**src/rtl/pipe_addsub_unit.sv**
```systemverilog
`default_nettype none
// ============================================================================
// Module  : pipe_addsub_unit
// Brief   : Unsigned W-bit add/sub (wrap or saturate) with STAGES-deep
//           valid/ready pipeline, synchronous flush and occupancy count.
// Revision: 1.0 - initial release
// ============================================================================
module pipe_addsub_unit #(
  parameter int W      = 20,
  parameter int STAGES = 2
) (
  input  logic                        clk,
  input  logic                        rst_n,
  input  logic                        start,
  input  logic [1:0]                  op,
  input  logic [W-1:0]                a,
  input  logic [W-1:0]                b,
  output logic                        in_ready,
  input  logic                        flush,
  output logic [W-1:0]                y,
  output logic                        ovf,
  output logic                        valid,
  input  logic                        out_ready,
  output logic [$clog2(STAGES+1)-1:0] inflight
);

  localparam int CW = $clog2(STAGES+1);

  logic [W:0]                 w_full;
  logic [W-1:0]               w_diff;
  logic                       w_borrow;
  logic [W-1:0]               w_res;
  logic                       w_ovf;
  logic                       w_advance;
  logic                       w_accept;

  logic [STAGES-1:0]          r_vld;
  logic [STAGES-1:0][W-1:0]   r_y;
  logic [STAGES-1:0]          r_ovf;

  // op[1] selects saturation, op[0] selects subtraction
  always_comb begin
    w_full   = {1'b0, a} + {1'b0, b};
    w_diff   = a - b;
    w_borrow = (a < b);
    case (op)
      2'b00: begin
        w_res = w_full[W-1:0];
        w_ovf = w_full[W];
      end
      2'b01: begin
        w_res = w_diff;
        w_ovf = w_borrow;
      end
      2'b10: begin
        w_res = w_full[W] ? {W{1'b1}} : w_full[W-1:0];
        w_ovf = w_full[W];
      end
      default: begin
        w_res = w_borrow ? {W{1'b0}} : w_diff;
        w_ovf = w_borrow;
      end
    endcase
  end

  assign valid     = r_vld[STAGES-1];
  assign y         = r_y[STAGES-1];
  assign ovf       = r_ovf[STAGES-1];
  assign w_advance = !valid || out_ready;
  assign in_ready  = w_advance && !flush;
  assign w_accept  = start && in_ready;

  // The whole chain moves as one unit, so a stall freezes every stage
  always_ff @(posedge clk or negedge rst_n) begin
    if (!rst_n) begin
      r_vld <= '0;
      r_y   <= '0;
      r_ovf <= '0;
    end else if (flush) begin
      r_vld <= '0;
    end else if (w_advance) begin
      r_vld[0] <= w_accept;
      r_y[0]   <= w_res;
      r_ovf[0] <= w_ovf;
      for (int s = 1; s < STAGES; s++) begin
        r_vld[s] <= r_vld[s-1];
        r_y[s]   <= r_y[s-1];
        r_ovf[s] <= r_ovf[s-1];
      end
    end
  end

  always_comb begin
    inflight = '0;
    for (int s = 0; s < STAGES; s++) begin
      inflight = inflight + CW'(r_vld[s]);
    end
  end

endmodule
`default_nettype wire

```
**config.mk**
```make
export PLATFORM = sky130hd
export DESIGN_NAME = pipe_addsub_unit
export DESIGN_NICKNAME = d
export VERILOG_FILES = /design/src/rtl/pipe_addsub_unit.sv
export SDC_FILE = /design/constraint.sdc
export NUM_CORES = 1
export LEC_CHECK = 0
export ABC_CLOCK_PERIOD_IN_PS = 2900
export CORE_UTILIZATION = 35
export CTS_CLUSTER_SIZE = 10
export DETAILED_ROUTE_END_ITERATION = 6
export PLACE_DENSITY = 0.69
export SYNTH_ARGS = -nofsm -noshare
export SYNTH_HDL_FRONTEND = slang
export SYNTH_SLANG_ARGS = --single-unit
```
**constraint.sdc**
```tcl
create_clock -name clk -period 2.9 [get_ports clk]
set_clock_uncertainty 0.15 [all_clocks]
set_input_delay 0.435 -clock clk [delete_from_list [all_inputs] [get_ports clk]]
set_output_delay 0.435 -clock clk [all_outputs]
set_load 0.01 [all_outputs]
```
After elaboration in Yosys (flattened, before gate mapping)
Cells that the tools add are included.
W data, S select, Z words.
{"block": "word_totals", "register_bits": 44, "latchBits": 0, "ramBits": 0, "rom_bits": 0, "elab_cells": 26, "memories": 0}
{"block": "classes", "add_sub_neg": 3, "multipliers": 0, "n_div": 0, "magnitude_cmp": 1, "n_eq_ne": 2, "shift": 0, "mux": 6, "n_bitwise": 1, "n_reduce_logical": 9}
{"operator": "$pmux W20 S3", "n": 1}
{"operator": "$mux W20", "n": 2}
{"operator": "$add A20 B20 Y21", "n": 1}
{"operator": "$lt A20 B20 Y1", "n": 1}
{"operator": "$sub A20 B20 Y20", "n": 1}
{"operator": "$mux W2", "n": 2}
{"operator": "$add A1 B1 Y2", "n": 1}
{"operator": "$eq A2 B1 Y1 const B", "n": 1}
{"operator": "$eq A2 B2 Y1 const B", "n": 1}
{"operator": "$logic_and A1 B1 Y1", "n": 2}
{"operator": "$logic_not A1 Y1", "n": 2}
{"operator": "$logic_not A2 Y1", "n": 1}
{"operator": "$reduce_and A2 Y1", "n": 1}
{"operator": "$reduce_bool A2 Y1", "n": 1}
{"operator": "$reduce_or A2 Y1", "n": 1}
{"operator": "$logic_or A1 B1 Y1", "n": 1}
{"operator": "$mux W1", "n": 1}
{"operator": "$not A1 Y1", "n": 1}

Depth between registers and ports, before layout
{"block": "logic_depth", "word_depth": 6, "ltp_mapped": 13, "ltp_nobuf": 12}

Worst setup path after synthesis
No wires, ideal clock.
{"block": "synth_timing", "kind": "input -> register", "from": "input a[0]", "to": "register r_y[3] (netlist bit)", "setup_ns": 0.129, "t_arrival_ns": 2.509, "required_time_ns": 2.621, "path_slack_ns": 0.112, "cell_stages": 13, "path_cell_list": "inv_1 -> ha_1 -> inv_1 -> fa_1 -> a21o_1 -> a221oi_2 -> a211o_1 -> a31oi_1 -> nor2b_1 -> clkbuf_1 -> o21ai_0 -> o311ai_0 -> nand2_1"}
{"block": "synth_between", "elab_chain_len": 3}
{"element": "from (decl)", "line": "16", "rtl": "input logic [W-1:0] a,"}
{"element": "$sub A20 B20 Y20, or another cell as far along", "line": "44", "rtl": "w_diff = a - b;"}
{"element": "$mux W20, on equally long branches", "line": "60, 56"}
{"element": "$pmux W20 S3 *", "line": "46", "rtl": "case (op)"}
{"element": "to (signal, indexed assignment)", "line": "87", "rtl": "r_y[s] <= r_y[s-1];"}
{"element": "to (decl)", "line": "38", "rtl": "logic [STAGES-1:0][W-1:0] r_y;"}
Every way passes the cells marked *; elsewhere a longest branch is shown, timed or not.
A chain may end at the register's enable or synchronous reset.

Worst setup path in the final report
{"block": "layout_timing", "from": "input b[2]", "to": "register r_y[13] (netlist bit)"}
{"block": "layout_between", "elab_chain_len": 3}
{"element": "from (decl)", "line": "17", "rtl": "input logic [W-1:0] b,"}
{"element": "$sub A20 B20 Y20, or another cell as far along", "line": "44"}
{"element": "$mux W20, on equally long branches", "line": "60, 56"}
{"element": "$pmux W20 S3 *", "line": "46"}
Marks and branches as above.

==> metrics <==
total global routing track utilization 0.188; slowest library cell on the worst path o41ai_2; switching power total a little under 0.9 mW; number of top-level pins 72; proportion of layout cells with a drive suffix above 1 0.330; number of placed instances with taps included 793; total area of multi-input combinational cells about 3100 sq um; FF+latch count, synth 44; wire length of the first global-routing pass approximately 19000 um; Worst R2R End r_y[19]$_DFFE_PN0P_; Final #Nets a little under 800; number of buffers created by CTS 5; initial core utilization 0.361; clock share of power 0.217; antenna violation net count after detailed routing 0; total routed wirelength around 12000 um; Worst EP required about 3 ns; final-layout worst hold slack between 0.1 and 0.15 ns; grt ovf 0; most frequently used flop master after synthesis dfrtp_1; number of global-route vias before repair between 4000 and 5000; final setup margin 0.0800 ns; post-route non-filler standard cell count ~820; worst-case reg-to-reg path depth 7; Cell Area, Synth a little over 4000 sq um; max frequency between 0.3 and 0.4 GHz; Worst Max-Slew Pin Slew ~0.94 ns; top fanout value on the critical path 7; worst endpoint data arrival time around 2.9 ns; Synth cell types 64; areal power density over the cells around 400 nW/um^2; Syn-to-layout area delta 52.6%; clock network latency to the later pin of the worst-skew pair roughly 0.28 ns; number of standard cells after synthesis approximately 520; dpl cell area roughly 5500 sq um; number of enable-type register cells in the synthesized netlist 0; final worst path period share 0.972; async set-or-reset flop fraction in the synthesized netlist 1.00; placer congestion estimate 0.907; cell area after layout between 6000 and 7000 sq um; overall die height 111 um; area of the core region roughly 12000 sq um; number of antenna violations at the first check in global routing 0; combinational share of power 0.479; sort of element at the end of the critical path flip-flop; min-delay worst type input pin to async pin; CP bufs+invs 4; maximum number of pins on one net before global-route repair 45; number of hold violations in the final report 0; Mapped Avg Cell Area between 7 and 8 sq um; YS warnings 0; post-synth net total between 600 and 700; Max IR drop VDD about 0.19 mV; share of synthesized area occupied by flip-flops and latches 0.265; reg-to-reg startpoint r_vld[1]$_DFFE_PN0P_; clock sink count 44; category of the worst setup path launch point input pin; wire length per cell after detailed routing between 10 and 15 um; Root Buffer clkbuf_16; vias after detailed routing approximately 4300; Post-route DRC 14; leakage dissipation around 3 nW; filler cell count slightly above 1000; pre-CTS worst setup slack -0.610 ns; Setup Viol. Count Final 0; slew margin rel. 0.374; floorplan die area about 12000 sq um; internal power contribution 1.73 mW; part of the power in registers 0.304; peak per-stage delay on the critical path ~0.31 ns; Die X 111 um; Ant. Diodes 0; Final Critical Period ~2.8 ns; buffer levels on the longest clock path 2; ordered list of cells on the worst path dlygate4sd2_1 > inv_2 > ha_4 > buf_4 > buf_4 > nand2b_1 > o311ai_1 > a21oi_2 > a211o_1 > nand3_1 > nand4_1 > o221ai_2 > o41ai_2; setup slack, reg-to-reg approximately 0.72 ns; max-cap violation count 0; violation count after the first detailed-route iteration 270; H-Tree Level Count 2; CP top delay family compound AO/OA/AOI/OAI gates; dominant cell type by count on the critical path buf_4; total power 2.61 mW; worst setup path class input pin to flip-flop; via/cell ratio between 5 and 6; final HPWL from detailed placement ~9000 um; failing checks DRC; 1st-pass router iterations 6; TritonCTS clock tree yes; footprint of the flip-flops and latches around 1100 sq um; Final Slew Violations 0; switching part of the total 0.335; run status complete, but fails checks; row count 39; clock transition at the registers of the reported paths ~0.06 ns; buffers added on ports slightly above 70
## registers in the layout, summed over array words and instances (netlist names)
signal  cells
r_vld       2
r_y        20
y          20
r_ovf       2
## routing by layer
| metal | GRT usage | vias to the layer above | wire length [um] |
|---|---|---|---|
| met4 | 0.0523 | 0 | 232 |
| met3 | 0.0219 | 22 | 626 |
| met2 | 0.322 | 136 | 5800 |
| met1 | 0.250 | 2011 | 5350 |
| li1 | - | 2120 | - |
| met5 | 0 | - | 0 |
## cells in the mapped netlist, drive strengths merged (8+ instances only)
master | count | area [sq um]
a21oi | 39 | 195
buf | 32 | 221
clkbuf | 15 | 56.3
dfrtp | 44 | 1100
ha | 41 | 513
inv | 37 | 139
nand2 | 98 | 375
nand3 | 10 | 50.1
nor2 | 38 | 145
nor2b | 8 | 52.6
nor3 | 14 | 70.1
o21ai | 15 | 75.1
o31ai | 8 | 60.1
xnor2 | 13 | 114
## logic make-up after synthesis
| family | Yosys count | share of synthesized area |
|---|---|---|
| flip-flops | 44 | 0.265 |
| adder cells (fa/ha/maj) | 43 | 0.133 |
| AO/OA/AOI/OAI | 129 | 0.231 |
| buffers and inverters | 84 | 0.100 |
| AND/OR/NAND/NOR | 203 | 0.226 |
| multiplexers | 3 | 0.00722 |
| XOR/XNOR | 18 | 0.0379 |
## power by group through the flow
stage / registers [mW] / clock network [mW] / logic [mW]
after CTS: 0.795 / 0.578 / 1.13
after floorplan: 0.788 / 0 / 0.644
after global routing: 0.810 / 0.598 / 1.36
final: 0.793 / 0.566 / 1.25
after global placement: 0.800 / 0 / 1.06
after detailed placement: 0.805 / 0 / 1.08
## layout make-up
cell class	instances	share of cell area
Inverter	37	0.0219
Tap cell	143	0.0282
Timing Repair Buffer	194	0.264
Sequential cell	44	0.174
Multi-Input combinational cell	397	0.488
Clock buffer	7	0.0241
## how the worst max path moves through the flow
stage          slack, ns   from                  end  cells after the start
3_3_place_gp       -0.49   b[4]  r_y[13]$_DFFE_PN0P_                     11
5_1_grt            -0.03  b[19]   r_y[5]$_DFFE_PN0P_                     13
4_1_cts           -0.009  b[13]   r_y[0]$_DFFE_PN0P_                     10
2_1_floorplan       0.11   a[0]   r_y[3]$_DFFE_PN0P_                     13
6_report            0.08   b[2]  r_y[13]$_DFFE_PN0P_                     13
3_5_place_dp       -0.61   b[0]  r_y[19]$_DFFE_PN0P_                     12
## metrics by stage
step / utilization / setup TNS [ns]
floorplan: - / 0
detailed placement: 0.480 / -10.87
global route: 0.551 / -0.125
CTS: 0.512 / -0.0129
global placement: 0.480 / -8.81
finish: 0.551 / 0
## layout by cell type (no fill, tap or decap), drive strengths merged, types with 6 or more instances in the layout
| master | count |
|---|---|
| clkbuf | 10 |
| clkdlybuf4s50 | 42 |
| inv | 37 |
| dlymetal6s2s | 21 |
| o311ai | 7 |
| o21bai | 7 |
| nor3 | 14 |
| ha | 41 |
| a31oi | 6 |
| xnor2 | 13 |
| dfrtp | 44 |
| buf | 124 |
| a21oi | 39 |
| nor2b | 8 |
| o31ai | 8 |
| nand3 | 10 |
| nor2 | 38 |
| a21o | 7 |
| nand2 | 99 |
| o21ai | 15 |
## timing repair
item,in CTS,in global routing
cloned,1,0
resized for setup,40,84
hold buffers,0,0
setup endpoints to repair,21,21
pin swaps,16,31
buffers inserted,7,14
Power figures use the tool's default switching activity.
